### config.mk
export PLATFORM = sky130hd
export DESIGN_NAME = move_collector_flat
export DESIGN_NICKNAME = d
export VERILOG_FILES = /design/src/rtl/move_collector_if.sv /design/src/rtl/move_collector.sv /design/src/flat_wrapper.sv
export SDC_FILE = /design/constraint.sdc
export NUM_CORES = 1
export LEC_CHECK = 0
export CORE_ASPECT_RATIO = 2
export CORE_MARGIN = 5
export CORE_UTILIZATION = 51
export CTS_CLUSTER_DIAMETER = 200
export CTS_CLUSTER_SIZE = 12
export DETAILED_ROUTE_END_ITERATION = 7
export GPL_TIMING_DRIVEN = 0
export PLACE_DENSITY = 0.83
export RECOVER_POWER = 50
export SLEW_MARGIN = 10
export SYNTH_ARGS = -nofsm -noshare
export SYNTH_HDL_FRONTEND = slang
export SYNTH_SLANG_ARGS = --single-unit
### constraint.sdc
create_clock -name clk -period 8.95 [get_ports clk]
set_clock_uncertainty 0.2 [all_clocks]
set_input_delay 0.895 -clock clk [delete_from_list [all_inputs] [get_ports clk]]
set_output_delay 0.895 -clock clk [all_outputs]
set_load 0.02 [all_outputs]
### src/rtl/move_collector_if.sv
// Bus between the move collector, the square-unit FIFO array and the move-list consumer.
// The master modport is the collector; the slave modport is the surrounding board logic.
interface move_collector_if #(
    parameter int NSQ   = 64,
    parameter int SLOTS = 8
);
    logic                  start;
    logic                  all_done;
    logic [NSQ-1:0]        fifo_empty;
    logic [19*SLOTS-1:0]   fifo_q;
    logic [5:0]            sel;
    logic [NSQ-1:0]        rd_en;
    logic [18:0]           move_data;
    logic                  move_valid;
    logic                  move_ready;
    logic [7:0]            move_count;
    logic                  busy;
    logic                  finished;

    modport master (
        input  start, all_done, fifo_empty, fifo_q, move_ready,
        output sel, rd_en, move_data, move_valid, move_count, busy, finished
    );

    modport slave (
        output start, all_done, fifo_empty, fifo_q, move_ready,
        input  sel, rd_en, move_data, move_valid, move_count, busy, finished
    );
endinterface

### src/rtl/move_collector.sv
// Drains the per-square move FIFOs in square order, unpacks each word into 19-bit
// move slots and streams the valid ones over a valid/ready handshake.
module move_collector #(
    parameter int NSQ   = 64,
    parameter int SLOTS = 8
) (
    input  logic             clk,
    input  logic             reset,
    move_collector_if.master mc
);
    localparam int         W         = 19 * SLOTS;
    localparam logic [5:0] LAST_SQ   = 6'(NSQ - 1);
    localparam logic [2:0] LAST_SLOT = 3'(SLOTS - 1);

    typedef enum logic [2:0] {
        S_IDLE, S_WAITD, S_SCAN, S_READ, S_LATCH, S_EMIT, S_FIN
    } state_t;

    state_t         r_state,    w_state_nxt;
    logic [5:0]     r_sel,      w_sel_nxt;
    logic [W-1:0]   r_word,     w_word_nxt;
    logic [2:0]     r_slot,     w_slot_nxt;
    logic [18:0]    r_data,     w_data_nxt;
    logic           r_valid,    w_valid_nxt;
    logic [7:0]     r_count,    w_count_nxt;
    logic [NSQ-1:0] r_rd_en,    w_rd_en_nxt;
    logic           r_busy,     w_busy_nxt;
    logic           r_finished, w_finished_nxt;

    logic [2:0]     w_slot_dec;
    logic [18:0]    w_next_move;
    logic [18:0]    w_first_move;

    assign w_slot_dec   = r_slot - 3'd1;
    assign w_next_move  = r_word[19*int'(w_slot_dec) +: 19];
    assign w_first_move = mc.fifo_q[W-1 -: 19];

    always_ff @(posedge clk) begin
        if (reset) begin
            r_state    <= S_IDLE;
            r_sel      <= '0;
            r_word     <= '0;
            r_slot     <= '0;
            r_data     <= '0;
            r_valid    <= 1'b0;
            r_count    <= '0;
            r_rd_en    <= '0;
            r_busy     <= 1'b0;
            r_finished <= 1'b0;
        end else begin
            r_state    <= w_state_nxt;
            r_sel      <= w_sel_nxt;
            r_word     <= w_word_nxt;
            r_slot     <= w_slot_nxt;
            r_data     <= w_data_nxt;
            r_valid    <= w_valid_nxt;
            r_count    <= w_count_nxt;
            r_rd_en    <= w_rd_en_nxt;
            r_busy     <= w_busy_nxt;
            r_finished <= w_finished_nxt;
        end
    end

    // Outputs are registered, so each one is computed here from the state being entered.
    always_comb begin
        w_state_nxt = r_state;
        w_sel_nxt   = r_sel;
        w_word_nxt  = r_word;
        w_slot_nxt  = r_slot;
        w_data_nxt  = r_data;
        w_valid_nxt = r_valid;
        w_count_nxt = r_count;
        w_rd_en_nxt = '0;

        case (r_state)
            S_IDLE: begin
                if (mc.start) begin
                    w_count_nxt = '0;
                    w_sel_nxt   = '0;
                    w_state_nxt = S_WAITD;
                end
            end
            S_WAITD: begin
                if (mc.all_done) w_state_nxt = S_SCAN;
            end
            S_SCAN: begin
                if (!mc.fifo_empty[r_sel]) begin
                    w_state_nxt        = S_READ;
                    w_rd_en_nxt[r_sel] = 1'b1;
                end else if (r_sel == LAST_SQ) begin
                    w_state_nxt = S_FIN;
                end else begin
                    w_sel_nxt = r_sel + 6'd1;
                end
            end
            S_READ: begin
                w_state_nxt = S_LATCH;
            end
            S_LATCH: begin
                w_word_nxt  = mc.fifo_q;
                w_slot_nxt  = LAST_SLOT;
                w_valid_nxt = ~w_first_move[18];
                if (!w_first_move[18]) w_data_nxt = w_first_move;
                w_state_nxt = S_EMIT;
            end
            S_EMIT: begin
                // An invalid slot sits for one cycle with move_valid low; a valid one waits for ready.
                if (!r_valid || mc.move_ready) begin
                    if (r_valid && r_count != 8'hFF) w_count_nxt = r_count + 8'd1;
                    if (r_slot == 3'd0) begin
                        w_valid_nxt = 1'b0;
                        w_state_nxt = S_SCAN;
                    end else begin
                        w_slot_nxt  = w_slot_dec;
                        w_valid_nxt = ~w_next_move[18];
                        if (!w_next_move[18]) w_data_nxt = w_next_move;
                    end
                end
            end
            S_FIN: begin
                w_state_nxt = S_IDLE;
            end
            default: begin
                w_state_nxt = S_IDLE;
            end
        endcase

        w_busy_nxt     = (w_state_nxt != S_IDLE);
        w_finished_nxt = (w_state_nxt == S_FIN);
    end

    assign mc.sel        = r_sel;
    assign mc.rd_en      = r_rd_en;
    assign mc.move_data  = r_data;
    assign mc.move_valid = r_valid;
    assign mc.move_count = r_count;
    assign mc.busy       = r_busy;
    assign mc.finished   = r_finished;
endmodule

### src/flat_wrapper.sv
// flat-port wrapper written by rule: the top's interface ports become plain ports
module move_collector_flat 
#(
    parameter int NSQ   = 64,
    parameter int SLOTS = 8
)
  (clk, reset, mc_start, mc_all_done, mc_fifo_empty, mc_fifo_q, mc_move_ready, mc_sel, mc_rd_en, mc_move_data, mc_move_valid, mc_move_count, mc_busy, mc_finished);
  move_collector_if #(.NSQ(NSQ), .SLOTS(SLOTS)) mc_i ();
  input  logic clk;
  input  logic reset;
  input wire logic [$bits(mc_i.start)-1:0] mc_start;
  input wire logic [$bits(mc_i.all_done)-1:0] mc_all_done;
  input wire logic [$bits(mc_i.fifo_empty)-1:0] mc_fifo_empty;
  input wire logic [$bits(mc_i.fifo_q)-1:0] mc_fifo_q;
  input wire logic [$bits(mc_i.move_ready)-1:0] mc_move_ready;
  output wire logic [$bits(mc_i.sel)-1:0] mc_sel;
  output wire logic [$bits(mc_i.rd_en)-1:0] mc_rd_en;
  output wire logic [$bits(mc_i.move_data)-1:0] mc_move_data;
  output wire logic [$bits(mc_i.move_valid)-1:0] mc_move_valid;
  output wire logic [$bits(mc_i.move_count)-1:0] mc_move_count;
  output wire logic [$bits(mc_i.busy)-1:0] mc_busy;
  output wire logic [$bits(mc_i.finished)-1:0] mc_finished;
  assign mc_i.start = mc_start;
  assign mc_i.all_done = mc_all_done;
  assign mc_i.fifo_empty = mc_fifo_empty;
  assign mc_i.fifo_q = mc_fifo_q;
  assign mc_i.move_ready = mc_move_ready;
  assign mc_sel = mc_i.sel;
  assign mc_rd_en = mc_i.rd_en;
  assign mc_move_data = mc_i.move_data;
  assign mc_move_valid = mc_i.move_valid;
  assign mc_move_count = mc_i.move_count;
  assign mc_busy = mc_i.busy;
  assign mc_finished = mc_i.finished;
  move_collector #(.NSQ(NSQ), .SLOTS(SLOTS)) u_core (.clk(clk), .reset(reset), .mc(mc_i));
endmodule
* Word-level counts from Yosys, hierarchy flattened
Cells that the tools add are included.
Word-level totals: ROM bits 0, bits in latches 0, register bits 258, word-level logic and storage cells 82, memories kept 0, RAM bits 0
Cells by class: multipliers 1, shift operators 1, divide/modulo/power cells 0, bitwise logic cells 3, $lt $le $gt $ge 2, reductions and logical operators 16, equal/unequal tests 16, $add $sub $neg 3, muxes and demuxes 30
Operator list (number):
- indexed part select 152 x 32 -> 19 bit | 1
- 2-to-1 mux 19 bit | 4
- one-hot mux 19 bit (2 select lines) | 1
- 2-to-1 mux 3 bit | 8
- 2-to-1 mux 8 bit | 3
- 2-to-1 mux 6 bit | 3
- one-hot mux 3 bit (6 select lines) | 1
- one-hot mux 8 bit (2 select lines) | 1
- one-hot mux 6 bit (2 select lines) | 1
- inequality test 2 bit, second input constant | 5
- == test 3 bit, second input constant | 3
- adder 8 x 1 -> 8 bit, second input constant | 1
- multiplier 5 x 3 -> 8 bit, first input constant | 1
- inequality test 8 bit, second input constant | 1
- AND reduction 4 bit | 2
- less-than comparator 6 x 7 -> 1 bit, second input constant | 1
- adder 6 x 1 -> 6 bit, second input constant | 1
- binary-select mux 1 bit (select 6 bit) | 1
- demux 1 bit (select 6 bit) | 1
- == test 3 x 2 -> 1 bit, second input constant | 2
- == test 6 bit, second input constant | 1
- >= comparator 6 x 1 -> 1 bit, second input constant | 1
- logical NOT 3 bit | 2
- inequality test 2 x 1 -> 1 bit, second input constant | 3
- 15 further kinds | 23

* Depth between registers and ports, before layout
Gate-level depths: netlist of the first run.
depth after elaboration 7, depth in mapped cells 13, gate-level depth less buffers 8

* Least setup slack after synthesis of the first run
OpenSTA, ideal clock, no wires.
kind reg-to-reg, start register u_core.r_slot[0], end register u_core.r_data[10], in the netlist u_core.mc.move_data[10], setup time 0.128 ns, slack 5.142 ns, required time 8.622 ns, clock period less this slack 3.808 ns, path buffers 6, cell stages (with the launch flop) 14, data arrival time 3.481 ns, cell sequence dfxtp_1 clkbuf_1 buf_1 clkbuf_1 inv_1 ha_1 buf_2 clkbuf_1 clkbuf_1 mux4_2 mux2i_1 a211oi_1 a21oi_1 nor2_1
Between the ends: cells in the longest elaborated chain, start to end 7, elaborated cells between the ends (all ways) 11, classes of those cells add/sub (1); mul (1); eq/ne (2); shift (1); mux (4); reduce/logical (2)
RTL lines:
- start, declared | RTL line move_collector.sv:22 | logic [2:0] r_slot, w_slot_nxt;
- start signal, assigned | RTL line move_collector.sv:54 | r_slot <= w_slot_nxt;
- subtractor 3 x 1 -> 3 bit | RTL line move_collector.sv:34 | assign w_slot_dec = r_slot - 3'd1;
- multiplier 5 x 3 -> 8 bit | RTL line move_collector.sv:35 | assign w_next_move = r_word[19*int'(w_slot_dec) +: 19];
- indexed part select 152 x 32 -> 19 bit | RTL line move_collector.sv:35
- 2-to-1 mux 19 bit | RTL line move_collector.sv:116 | if (!w_next_move[18]) w_data_nxt = w_next_move;
- 2-to-1 mux 19 bit | RTL line move_collector.sv:110 | if (r_slot == 3'd0) begin
- 2-to-1 mux 19 bit | RTL line move_collector.sv:108 | if (!r_valid || mc.move_ready) begin
- one-hot mux 19 bit (2 select lines) | RTL line move_collector.sv:75 | case (r_state)
- end signal, assigned | RTL line move_collector.sv:55 | r_data <= w_data_nxt;
- end, declared | RTL line move_collector.sv:23 | logic [18:0] r_data, w_data_nxt;
Parallel ways exist; a longest one is shown, timed or not. The select of a mux whose other input is x is not followed. A chain may end at the register's enable or synchronous reset.

* Worst setup path in the final report of the first run
start register u_core.r_slot[0], end register u_core.r_data[8], in the netlist u_core.mc.move_data[8]
Same word-level chain as after synthesis.

==> results of run 1 <==
==> flip-flops by register name, indices dropped and copies added, names as in the netlist <==
signal / cells
u_core.r_slot: 3
u_core.mc.move_valid: 1
u_core.mc.sel: 6
u_core.mc.move_data: 18
u_core.r_state: 3
u_core.mc.move_count: 8
u_core.mc.busy: 1
u_core.mc.finished: 1
u_core.mc.rd_en: 64
u_core.r_word: 152
==> power breakdown <==
| part | switching [W] | internal, W | total [W] | leakage, nW |
|---|---|---|---|---|
| Combinational | 0.000102 | 0.000125 | 0.000228 | 2.96 |
| Sequential | 0.00000704 | 0.00116 | 0.00116 | 2.07 |
| Clock | 0.000411 | 0.000492 | 0.000902 | 0.313 |
==> per-stage QoR <==
step	setup WS, ps	area, sq um
after floorplan	5142	10660
after global placement	3970	14190
after detailed placement	3869	14190
after CTS	3846	14830
after global routing	3450	14830
final	3807	14830
==> layout make-up <==
class	count	area [sq um]
plain buffers	103	424.2
clock buffers	25	625.6
well taps	269	336.6
inverters	5	18.77
multi-input cells	845	5074
flip-flops and latches	257	5145
fillers	1668	6002
clock inverters	1	8.758
repair buffers	319	3193
diodes	2	5.005
==> logic make-up (layout without fill, tap and decap cells) <==
family                     after synthesis  count (layout)  share of synthesized area [%]
buffers and inverters                  108             453                          4.154
AOI/OAI and AO/OA                      235             235                          12.12
xor gates and xnor gates                 6               6                         0.5633
adders and majority gates                4               4                         0.4694
muxes                                   83              83                          13.01
other                                    1               3                        0.03517
and+or+nand+nor                        516             516                          21.38
DFF                                    257             257                          48.26
==> how the worst max path moves through the flow <==
| stage | from | end | slack (ps) | depth (start not counted) |
|---|---|---|---|---|
| global route | u_core.r_slot[0] | u_core.mc.move_data[9] | 3450 | 13 |
| global placement | u_core.r_slot[0] | u_core.mc.move_data[11] | 3970 | 13 |
| detailed placement | u_core.r_slot[0] | u_core.mc.move_data[9] | 3870 | 13 |
| floorplan | u_core.r_slot[0] | u_core.mc.move_data[10] | 5140 | 13 |
| CTS | u_core.r_slot[0] | u_core.mc.move_data[8] | 3850 | 13 |
| finish | u_core.r_slot[0] | u_core.mc.move_data[8] | 3810 | 13 |
==> worst min-delay path: stages (launching register included) <==
cell     delay, ps
dfxtp_1        300
nand2_1         50
a21oi_1         50
==> cell usage in the layout (no fill, tap or decap), types with 3 or more instances in the layout <==
master	instances
clkbuf_1	78
xor2_1	5
buf_1	10
a21oi_1	183
ha_1	4
inv_1	5
buf_2	9
or2_2	3
mux4_2	44
or3_1	7
dlygate4sd3_1	101
nand3_1	8
clkdlybuf4s50_1	218
a31oi_1	5
clkbuf_16	25
nor2_1	66
or4_1	4
nor3_1	6
dfxtp_1	257
nand2_1	328
o21ai_0	6
mux2i_1	34
nand3b_1	5
and3_1	5
nor4_1	24
mux2_2	5
nand4_1	4
o22ai_1	5
buf_4	5
a211oi_1	21
nand2b_1	7
nor2_2	32
nor2b_1	5
==> per-layer routing <==
| metal | vias up | global-route usage (%) | wire, microns |
|---|---|---|---|
| met2 | 591 | 57.35 | 20440 |
| li1 | 4822 | - | - |
| met1 | 4990 | 28.92 | 11940 |
| met4 | 0 | 25.11 | 3657 |
| met3 | 190 | 4.434 | 2678 |
| met5 | - | 0 | 0 |
==> run metrics, run 1 <==
origin of the worst min-delay path u_core.r_word[95]; critical path's slowest cell buf_1; final hold violations 0; r2r setup slk 3810 ps; utilization after layout 71.19%; First-pass DRT Iterations 5; status finished, final reports clean; initial drt markers 751; Setup TNS 0 ps; Mapped Area 10660 sq um; Synth top area share 48.26%; I/O pins 321; routed wire length 38710 microns; DR WL/cell 21.20 microns; final std cells w/o fill 1826; r2r endpoint u_core.mc.move_data[8]; Hold Crit Depth 2; via count 10590; Clock Path Buffers 3; Tot Pwr 0.002293 W; Core Region 20830 sq um; max-slew violations 0; die width 112.2 microns; Max Clk Rate 0.1945 GHz; hold slack 252.6 ps; die area 24070 sq um; first-pass GRT wire length 58100 microns; count leader, synth nand2_1; asr flop ratio synth 0%; endpoint type of the worst setup path flip-flop; CTS resizes 0; Slew HR 28.54%; WP data arrival 5330 ps; root buf cell clkbuf_16; Buf/Inv on CP 7; final worst-path cycle share 57.46%; Netlist cell types 54; cells on worst reg2reg path 13; VDD IR max 0.0001412 V; FF+latch count, synth 257; CTS buffer count 25; WHS Endpoint u_core.r_word[95]; clock latency on the worst-skew pair 510 ps; hpwl dp 30020 microns; Post-synth top flop dfxtp_1; critical path class reg2reg; average size of a mapped cell 8.811 sq um; crit path cell chain clkbuf_1 > buf_1 > clkbuf_1 > inv_1 > ha_1 > buf_2 > clkbuf_1 > clkbuf_1 > mux4_2 > mux2i_1 > a211oi_1 > a21oi_1 > nor2_1; Final Critical Period 5143 ps; Leak 5.341 nW; Syn Inst Count 1210; Critical R2R Launch u_core.r_slot[0]; fraction of final layout cells sized beyond drive strength 1 8.360%; Req. time, crit path 9140 ps; Hold Crit Class reg2reg; P&R area growth vs syn 39.10%; die height 214.5 microns; pwr dens 154.6 nW/um^2; Post-CTS Setup Bufs 0; CP top delay family buffers and inverters; CTS Hold Bufs 0; setup violators final 0; Post-DRT Antenna Nets 0; worst-path maximum fanout 10; Buffers on Ports 319; GRT Total Usage 30.84%; most area-hungry cell type in the Yosys netlist dfxtp_1; Synth area leaders dfxtp_1 48%, nand2_1 12%, mux4_2 9.3%; total grt overflow 0; yosys warns 0; Rows 75; largest net degree at the start of global routing 13; starting density of the core 51.18%; CTS H-tree lvls 1; vias in the first global route 10820; register area share after synthesis 48.26%; crit start category flip-flop; clock sinks 257; CTS tree yes; RSZ-0062 raised after global routing no; crit-path max cell delay 680 ps; clock-pin slew on the worst setup and hold paths 60 ps; antenna violations before repair 2; EDFF count, synth 0; synth cell count leaders 328 x nand2_1, 257 x dfxtp_1, 183 x a21oi_1; Vias/cell 5.801; DR DRC count 0; final net count 1781; Inst Count DP 1798; most frequent CP cell clkbuf_1; Tightest Pin Transition 1057 ps; Routability Congestion 0.9308; max-cap viol count 0; Synthesized Nets 1435
(Power assumes the default switching activity.)
==> inputs of run 2 (changes only) <==
CORE_UTILIZATION = 43   (was 51)
PLACE_DENSITY = 0.74   (was 0.83)
clock period = 4.3 ns   (was 8.95 ns; I/O delays follow)
==> run 2 against run 1 <==
Routed wire length rose by 1.2%. Register-to-register slack got worse by 3600 ps. Combinational power rose by 110%. Final area rose by 0.63%. Clock power rose by 110%. Setup slack got worse by 3600 ps. Hold slack got worse by 2.3 ps. Sequential share of layout area fell by 0.22 points. Critical path depth did not move. Clock-buffer cell count did not move. Non-clock buffer count did not move. Cell count rose by 3.6%. Critical path type unchanged. Largest cell class unchanged. Largest power group unchanged.
==> run metrics, run 2 (synthesized netlist as in run 1, its figures left out) <==
endpoint type of the worst setup path flip-flop; clock-pin slew on the worst setup and hold paths 60 ps; CTS H-tree lvls 1; final net count 1781; die area 28230 sq um; I/O pins 321; root buf cell clkbuf_16; Largest register FFs 152; first-pass GRT wire length 58270 microns; VDD IR max 0.0003563 V; Req. time, crit path 4500 ps; max-cap viol count 0; die width 121.3 microns; Vias/cell 5.384; antenna violations before repair 5; Filler cells 2182; worst-path maximum fanout 10; via count 10190; CTS Hold Bufs 0; status finished, final reports clean; Final Critical Period 4098 ps; final std cells w/o fill 1892; DR DRC count 0; Place WS -857.3 ps; P&R area growth vs syn 39.98%; largest net degree at the start of global routing 13; DR WL/cell 20.70 microns; commonest non-fill, non-tap cells in the layout 328 x nand2_1, 257 x dfxtp_1, 220 x clkdlybuf4s50_1, 183 x a21oi_1, 99 x dlygate4sd3_1; Buffers on Ports 319; clock sinks 257; GRT Total Usage 26.95%; pwr dens 320.7 nW/um^2; Hold Crit Class in2reg; WP data arrival 4300 ps; Rows 81; setup violators final 0; Inst Count DP 1861; RSZ-0062 raised after global routing no; CTS tree yes; final hold violations 0; final worst-path cycle share 95.29%; vias in the first global route 10420; Clock Path Buffers 3; die height 232.7 microns; Tot Pwr 0.004786 W; Post-CTS Setup Bufs 0; critical path class reg2reg; Routability Congestion 0.9099; max-slew violations 0; clock latency on the worst-skew pair 530 ps; hpwl dp 31320 microns; setup ws final 202.5 ps; initial drt markers 647; Max Clk Rate 0.2441 GHz; total grt overflow 0; Post-DRT Antenna Nets 0; Leak 5.354 nW; Core Region 24420 sq um; Tightest Pin Transition 1199 ps; most common cell after layout, fill and taps aside nand2_1; Slew HR 19.80%; starting density of the core 43.65%; CTS buffer count 25; First-pass DRT Iterations 7; routed wire length 39160 microns; fraction of final layout cells sized beyond drive strength 1 8.617%; Biggest register u_core.r_word; crit start category flip-flop; hold slack 250.3 ps
-- run 2: cell count changes in the layout (fill, tap and decap cells not counted) --
cell / before / now
buf_1: 10 / 9
clkbuf_1: 78 / 75
clkbuf_2: 0 / 3
clkbuf_4: 0 / 1
clkdlybuf4s50_1: 218 / 220
diode_2: 2 / 5
dlygate4sd3_1: 101 / 99
-- run 2: stage by stage --
| stage | util, % | setup TNS (ps) | instance area, sq um |
|---|---|---|---|
| global route | 61.10 | 0 | 14920 |
| detailed placement | 58.42 | -10530 | 14270 |
| CTS | 61.07 | 0 | 14920 |
| global placement | 58.42 | -9233 | 14270 |
| finish | 61.10 | 0 | 14920 |
| floorplan | - | 0 | 10660 |
-- run 2: path summary, 6_finish.rpt --
kind                                   startpoint                endpoint  slack [ps]  cells past startpoint
worst max-delay path             u_core.r_slot[0]  u_core.mc.move_data[9]         200                     13
worst min-delay path                mc_fifo_q[95]       u_core.r_word[95]         250                      3
worst max register to register   u_core.r_slot[0]  u_core.mc.move_data[9]         200                     13
worst min register to register  u_core.r_word[95]       u_core.r_word[95]         250                      2
-- run 2: timing repair --
| action | in CTS | in global routing |
|---|---|---|
| pin swaps | 0 | 0 |
| gates cloned | 0 | 0 |
| resized for setup | 5 | 3 |
| setup endpoints to repair | 20 | 13 |
-- run 2: report_power, final --
part	total, W	leakage [nW]	internal (W)	switching, W
logic	0.000475	2.97	0.000262	0.000213
registers	0.00242	2.07	0.00241	0.0000146
clock network	0.00189	0.313	0.00102	0.000866
total	0.00479	5.35	0.00369	0.00109
-- run 2: layer usage --
| layer | wire, microns | track usage (%) |
|---|---|---|
| met5 | 0 | 0 |
| met3 | 2489 | 3.600 |
| met1 | 12400 | 25.67 |
| met4 | 2865 | 18.23 |
| met2 | 21410 | 51.86 |
-- run 2: worst max-delay path, cell delays in order (launching register included) --
cell and delay [ps]:
dfxtp_1 310, clkbuf_1 300, clkbuf_4 360, clkbuf_2 320, inv_1 110, ha_1 430, buf_2 370, clkbuf_2 380
clkbuf_2 340, mux4_2 350, mux2i_1 170, a211oi_1 100, a21oi_1 150, nor2_1 60
-- run 2: layout make-up --
type / instances / area [sq um] / area share, %
antenna: 5 / 12.51 / 0.08384
buffer: 103 / 431.7 / 2.892
clock buffer: 25 / 625.6 / 4.192
clock inverter: 1 / 8.758 / 0.05869
inverter: 5 / 18.77 / 0.1258
multi-input combinational: 845 / 5074 / 34.00
sequential: 257 / 5145 / 34.47
tap: 332 / 415.4 / 2.783
timing repair buffer: 319 / 3193 / 21.40
==> inputs of run 3 (changes only) <==
CORE_ASPECT_RATIO = 0.7   (was 2)
SLEW_MARGIN = unset   (was 10)
==> run 3 against run 2 <==
Sequential power hardly changed. Core utilization decreased by 0.40 points. Fmax up 1.8%. Critical endpoint is now u_core.mc.move_data[16]. Largest cell class unchanged.
==> run metrics, run 3 (synthesized netlist as in run 1, its figures left out) <==
die area 28090 sq um; CTS Hold Bufs 0; final net count 1781; Clock Path Buffers 3; total grt overflow 0; VDD IR max 0.0002750 V; clock-pin slew on the worst setup and hold paths 60 ps; First-pass DRT Iterations 5; Post-DRT Antenna Nets 0; WP data arrival 4200 ps; CTS H-tree lvls 1; via count 10230; critical path class reg2reg; die width 198.2 microns; crit-path max cell delay 440 ps; most frequent CP cell buf_2; Hold Crit Class reg2reg; Rows 48; RSZ-0062 raised after global routing no; Vias/cell 5.436; CTS tree yes; max-cap viol count 0; Largest register FFs 152; routed wire length 37610 microns; final hold violations 0; Routability Congestion 0.9012; vias in the first global route 9822; GRT Total Usage 25.89%; Psw 0.001080 W; most common cell after layout, fill and taps aside nand2_1; root buf cell clkbuf_16; hpwl dp 29930 microns; setup ws final 276.8 ps; final worst-path cycle share 93.56%; Tot Pwr 0.004772 W; crit start category flip-flop; initial drt markers 827; switching share of power 22.63%; Int Power 0.003692 W; clock sinks 257; Place WS -922.0 ps; Biggest register u_core.r_word; Core Region 24560 sq um; Combinational Power Share 9.9%; worst-path maximum fanout 10; I/O pins 321; DR DRC count 0; largest net degree at the start of global routing 13; die height 141.7 microns; Final Critical Period 4023 ps; Seq pwr share 50.8%; commonest non-fill, non-tap cells in the layout 328 x nand2_1, 257 x dfxtp_1, 220 x clkdlybuf4s50_1, 183 x a21oi_1, 99 x dlygate4sd3_1; first-pass GRT wire length 56970 microns; max-slew violations 0; Req. time, crit path 4480 ps; Setup TNS 0 ps; endpoint type of the worst setup path flip-flop; critical path's slowest cell ha_1; fraction of final layout cells sized beyond drive strength 1 8.553%; Leak 5.353 nW; CTS buffer count 25; pwr dens 320.0 nW/um^2; clock power share 39.4%; antenna violations before repair 1; Buffers on Ports 319; setup violators final 0; clock latency on the worst-skew pair 520 ps; crit path cell chain clkbuf_1 > buf_4 > clkbuf_2 > inv_1 > ha_1 > clkbuf_4 > buf_2 > buf_2 > mux4_2 > mux2i_1 > a211oi_1 > a21oi_1 > nor2_1; Max Clk Rate 0.2486 GHz; P&R area growth vs syn 39.87%; DR WL/cell 19.99 microns; status finished, final reports clean; starting density of the core 43.40%; Slew HR 28.20%; Tightest Pin Transition 1062 ps
## run 3: cell count changes in the layout (fill, tap and decap cells not counted)
cell | previous run | this run
buf_2 | 9 | 10
buf_4 | 5 | 6
buf_6 | 1 | 0
clkbuf_1 | 75 | 76
clkbuf_2 | 3 | 1
diode_2 | 5 | 1
xor2_2 | 1 | 0
xor2_4 | 0 | 1
## run 3: final cells by class
cell class	instances	area [sq um]
clock buffers	25	625.6
well taps	325	406.6
fillers	2107	9652
flip-flops and latches	257	5145
diodes	1	2.502
clock inverters	1	8.758
multi-input cells	845	5085
inverters	5	18.77
repair buffers	319	3193
plain buffers	103	426.7
## run 3: per-stage QoR
step           hold slack, ps  area, sq um  instances  utilization, %
3_5_place_dp            245.5        14260       1854           58.06
6_report                253.7        14910       1881           60.71
3_3_place_gp            238.8        14260       1854           58.06
5_1_grt                 262.1        14910       1881           60.71
4_1_cts                 252.6        14900       1880           60.66
2_1_floorplan           233.1        10660       1210               -
## run 3: what timing repair did
action | CTS | global route
resized for setup | 7 | 6
setup endpoints to repair | 20 | 18
buffers inserted | 0 | 0
## run 3: worst paths after layout
| path | from | slack [ps] | end | depth (start not counted) |
|---|---|---|---|---|
| hold / removal | u_core.r_word[133] | 250 | u_core.r_word[133] | 2 |
| setup reg to reg | u_core.r_slot[0] | 280 | u_core.mc.move_data[16] | 13 |
| setup / recovery | u_core.r_slot[0] | 280 | u_core.mc.move_data[16] | 13 |
| hold reg to reg | u_core.r_word[133] | 250 | u_core.r_word[133] | 2 |
## run 3: power by group through the flow
| stage | Combinational, W | Clock, W | Sequential [W] |
|---|---|---|---|
| 2_1_floorplan | 0.000177 | 0 | 0.00247 |
| 4_1_cts | 0.000468 | 0.00189 | 0.00242 |
| 5_1_grt | 0.000502 | 0.00199 | 0.00242 |
| 6_report | 0.000470 | 0.00188 | 0.00242 |
| 3_3_place_gp | 0.000460 | 0 | 0.00247 |
| 3_5_place_dp | 0.000465 | 0 | 0.00247 |
## run 3: metal layers
metal | global-route usage, % | vias to the layer above | share of wire (%)
li1 | - | 4833 | -
met1 | 38.69 | 4876 | 46
met3 | 4.439 | 54 | 8.7
met2 | 39.29 | 463 | 43
met4 | 6.049 | 0 | 2.4
met5 | 0 | - | 0
## run 3: worst max-delay path: cells and delay by family (launching register included)
family          cells  cell delay (ps)
compound gates      2              260
flops               1              310
mux                 2              540
fa+ha+maj           1              440
buf+inv             7             2060
simple gates        1               50
==> variant: new RTL, config.mk and constraints of run 2 <==
`r_word` no longer has a reset.
--- a/src/rtl/move_collector.sv
+++ b/src/rtl/move_collector.sv
@@ -40,5 +40,4 @@
             r_state    <= S_IDLE;
             r_sel      <= '0;
-            r_word     <= '0;
             r_slot     <= '0;
             r_data     <= '0;
@@ -51,5 +50,4 @@
             r_state    <= w_state_nxt;
             r_sel      <= w_sel_nxt;
-            r_word     <= w_word_nxt;
             r_slot     <= w_slot_nxt;
             r_data     <= w_data_nxt;
@@ -60,4 +58,8 @@
             r_finished <= w_finished_nxt;
         end
+    end
+
+    always_ff @(posedge clk) begin
+        r_word <= w_word_nxt;
     end
 
Formal check against the unedited RTL: no difference found for any inputs over 10 cycles, from zero or initial values and one cycle with reset high; that may be too few to reach the edited logic, so the function may still have changed.
==> variant against run 2 <==
Combinational power decreased by 17%; synthesized area is 4.5% lower; count of clock-buffer cells in the layout is 14 higher; sequential cell count stayed put; the run now ends with max-capacitance violations, max-slew violations left; worst setup slack improved by 0.19 ns; wire length shrank 26%; critical path type unchanged; final area down 2.6%; total power up 4.1%.
==> variant: results (changes against run 2) <==
* Synth top cells by count: edfxtp_1, dfxtp_1, nor2_1
* Leakage Power at 5.20 nW (-2.9%)
* Placed Cells at 1330 (-29%)
* Instance area at placement at 13800 sq um (-3.0%)
* Share of cells above drive strength 1 at 10.7% (+2.0 points)
* DRT Pass-1 Iters at 4 (-3)
* Adder-cell area share of the yosys netlist at 0.492% (+0.022 points)
* Sequential share of the synthesized area at 65.5% (+17 points)
* GRT Total Usage at 20.8% (-6.1 points)
* FF-to-FF path depth at 12 (-1)
* Hold_sp: u_core.mc.move_data[14]
* 1st-iter DRT viols at 356 (-45%)
* Predominant post-synthesis flop cell: edfxtp_1
* Critical path data arrival time at 4.10 ns (-0.20 ns)
* Max cap viols at 1 (+1)
* Clkbuf count at 39 (+56%)
* Failing checks: max-capacitance violations, max-slew violations
* R2r setup slk at 0.39 ns (+0.19 ns)
* Crit path max-delay cell type: xor2_4
* Non-clk invs at 8 (+3)
* Seq/total area at 45.9% (+11 points)
* Post-Syn Area at 10200 sq um (-4.5%)
* Final HPWL DP at 22.7 mm (-28%)
* Detailed-route via count at 7214 (-29%)
* Complex-gate fraction of the synthesized area at 6.87% (-5.3 points)
* Global placer's final weighted congestion at 0.967 (+6.3%)
* Hold depth at 2 (-1)
* Antenna violations before repair at 8 (+3)
* Synth Area in XOR/XNOR at 0.676% (+0.11 points)
* Hold Slack at 0.289 ns (+0.0385 ns)
* Max Fclk at 256 MHz (+4.8%)
* Diode count at 4 (-1)
* GR Util met3 at 3.65% (+0.055 points)
* Max transition margin at -2.05% (-22 points)
* Met1 Usage GRT at 18.4% (-7.3 points)
* Vias in the first global route at 7614 (-27%)
* Clock-cell share of area at 4.79% (+0.53 points)
* Mux share of post-synthesis cell area at 13.5% (+0.52 points)
* Area growth from synthesis to layout at 42.8%
* Setup slack after placement at -0.0445 ns (+0.813 ns)
* Mapped Nets at 948 (-34%)
* Post-synth cell types at 56 (+3.7%)
* Routed met2 length at 17.4 mm (-19%)
* Fillcell total at 1826 (-16%)
* Max VDD drop at 0.456 mV (+28%)
* Met3 wire len at 1.65 mm (-34%)
* Post-synth EDFFs at 152 (+152)
* Max-slew violations at 29 (+29)
* Pin count of the biggest net entering global routing at 33 (+20)
* Status: complete, but fails checks
* Post-Synthesis Mean Instance Area at 14.1 sq um (+60%)
* Largest stage delay on the critical path at 0.48 ns (+0.05 ns)
* First-pass GRT wire length at 42.5 mm (-27%)
* WL met1 at 8.99 mm (-27%)
* Largest cells by area after synthesis: edfxtp_1, dfxtp_1, mux4_2
==> variant: cell count changes after synthesis, moves of 7 or more <==
cell	run 2	this run
nor3_1	6	35
a211oi_2	0	13
edfxtp_1	0	152
a211oi_1	21	8
dfxtp_1	257	105
nand2_1	328	25
clkbuf_1	78	23
nor2_1	66	81
nor4_1	24	9
a21oi_1	183	34
nor2_2	32	1
a22o_1	1	8
mux2i_1	34	51
==> variant: where the power goes <==
part	total (mW)	leakage, nW	internal, mW	switching [mW]
combinational	0.392	2.65	0.233	0.159
sequential	2.64	2.21	2.63	0.00900
clock	1.95	0.334	1.08	0.873
total	4.98	5.20	3.94	1.04
==> variant: what timing repair did <==
action | in CTS | in global routing
buffers inserted | 0 | 0
gates resized for setup | 3 | 2
endpoints found under the setup margin | 11 | 18
==> variant: final timing paths <==
kind | to
hold / removal | u_core.mc.move_data[14]
setup / recovery | u_core.mc.move_data[11]
hold reg to reg | u_core.mc.move_data[14]
setup reg to reg | u_core.mc.move_data[11]
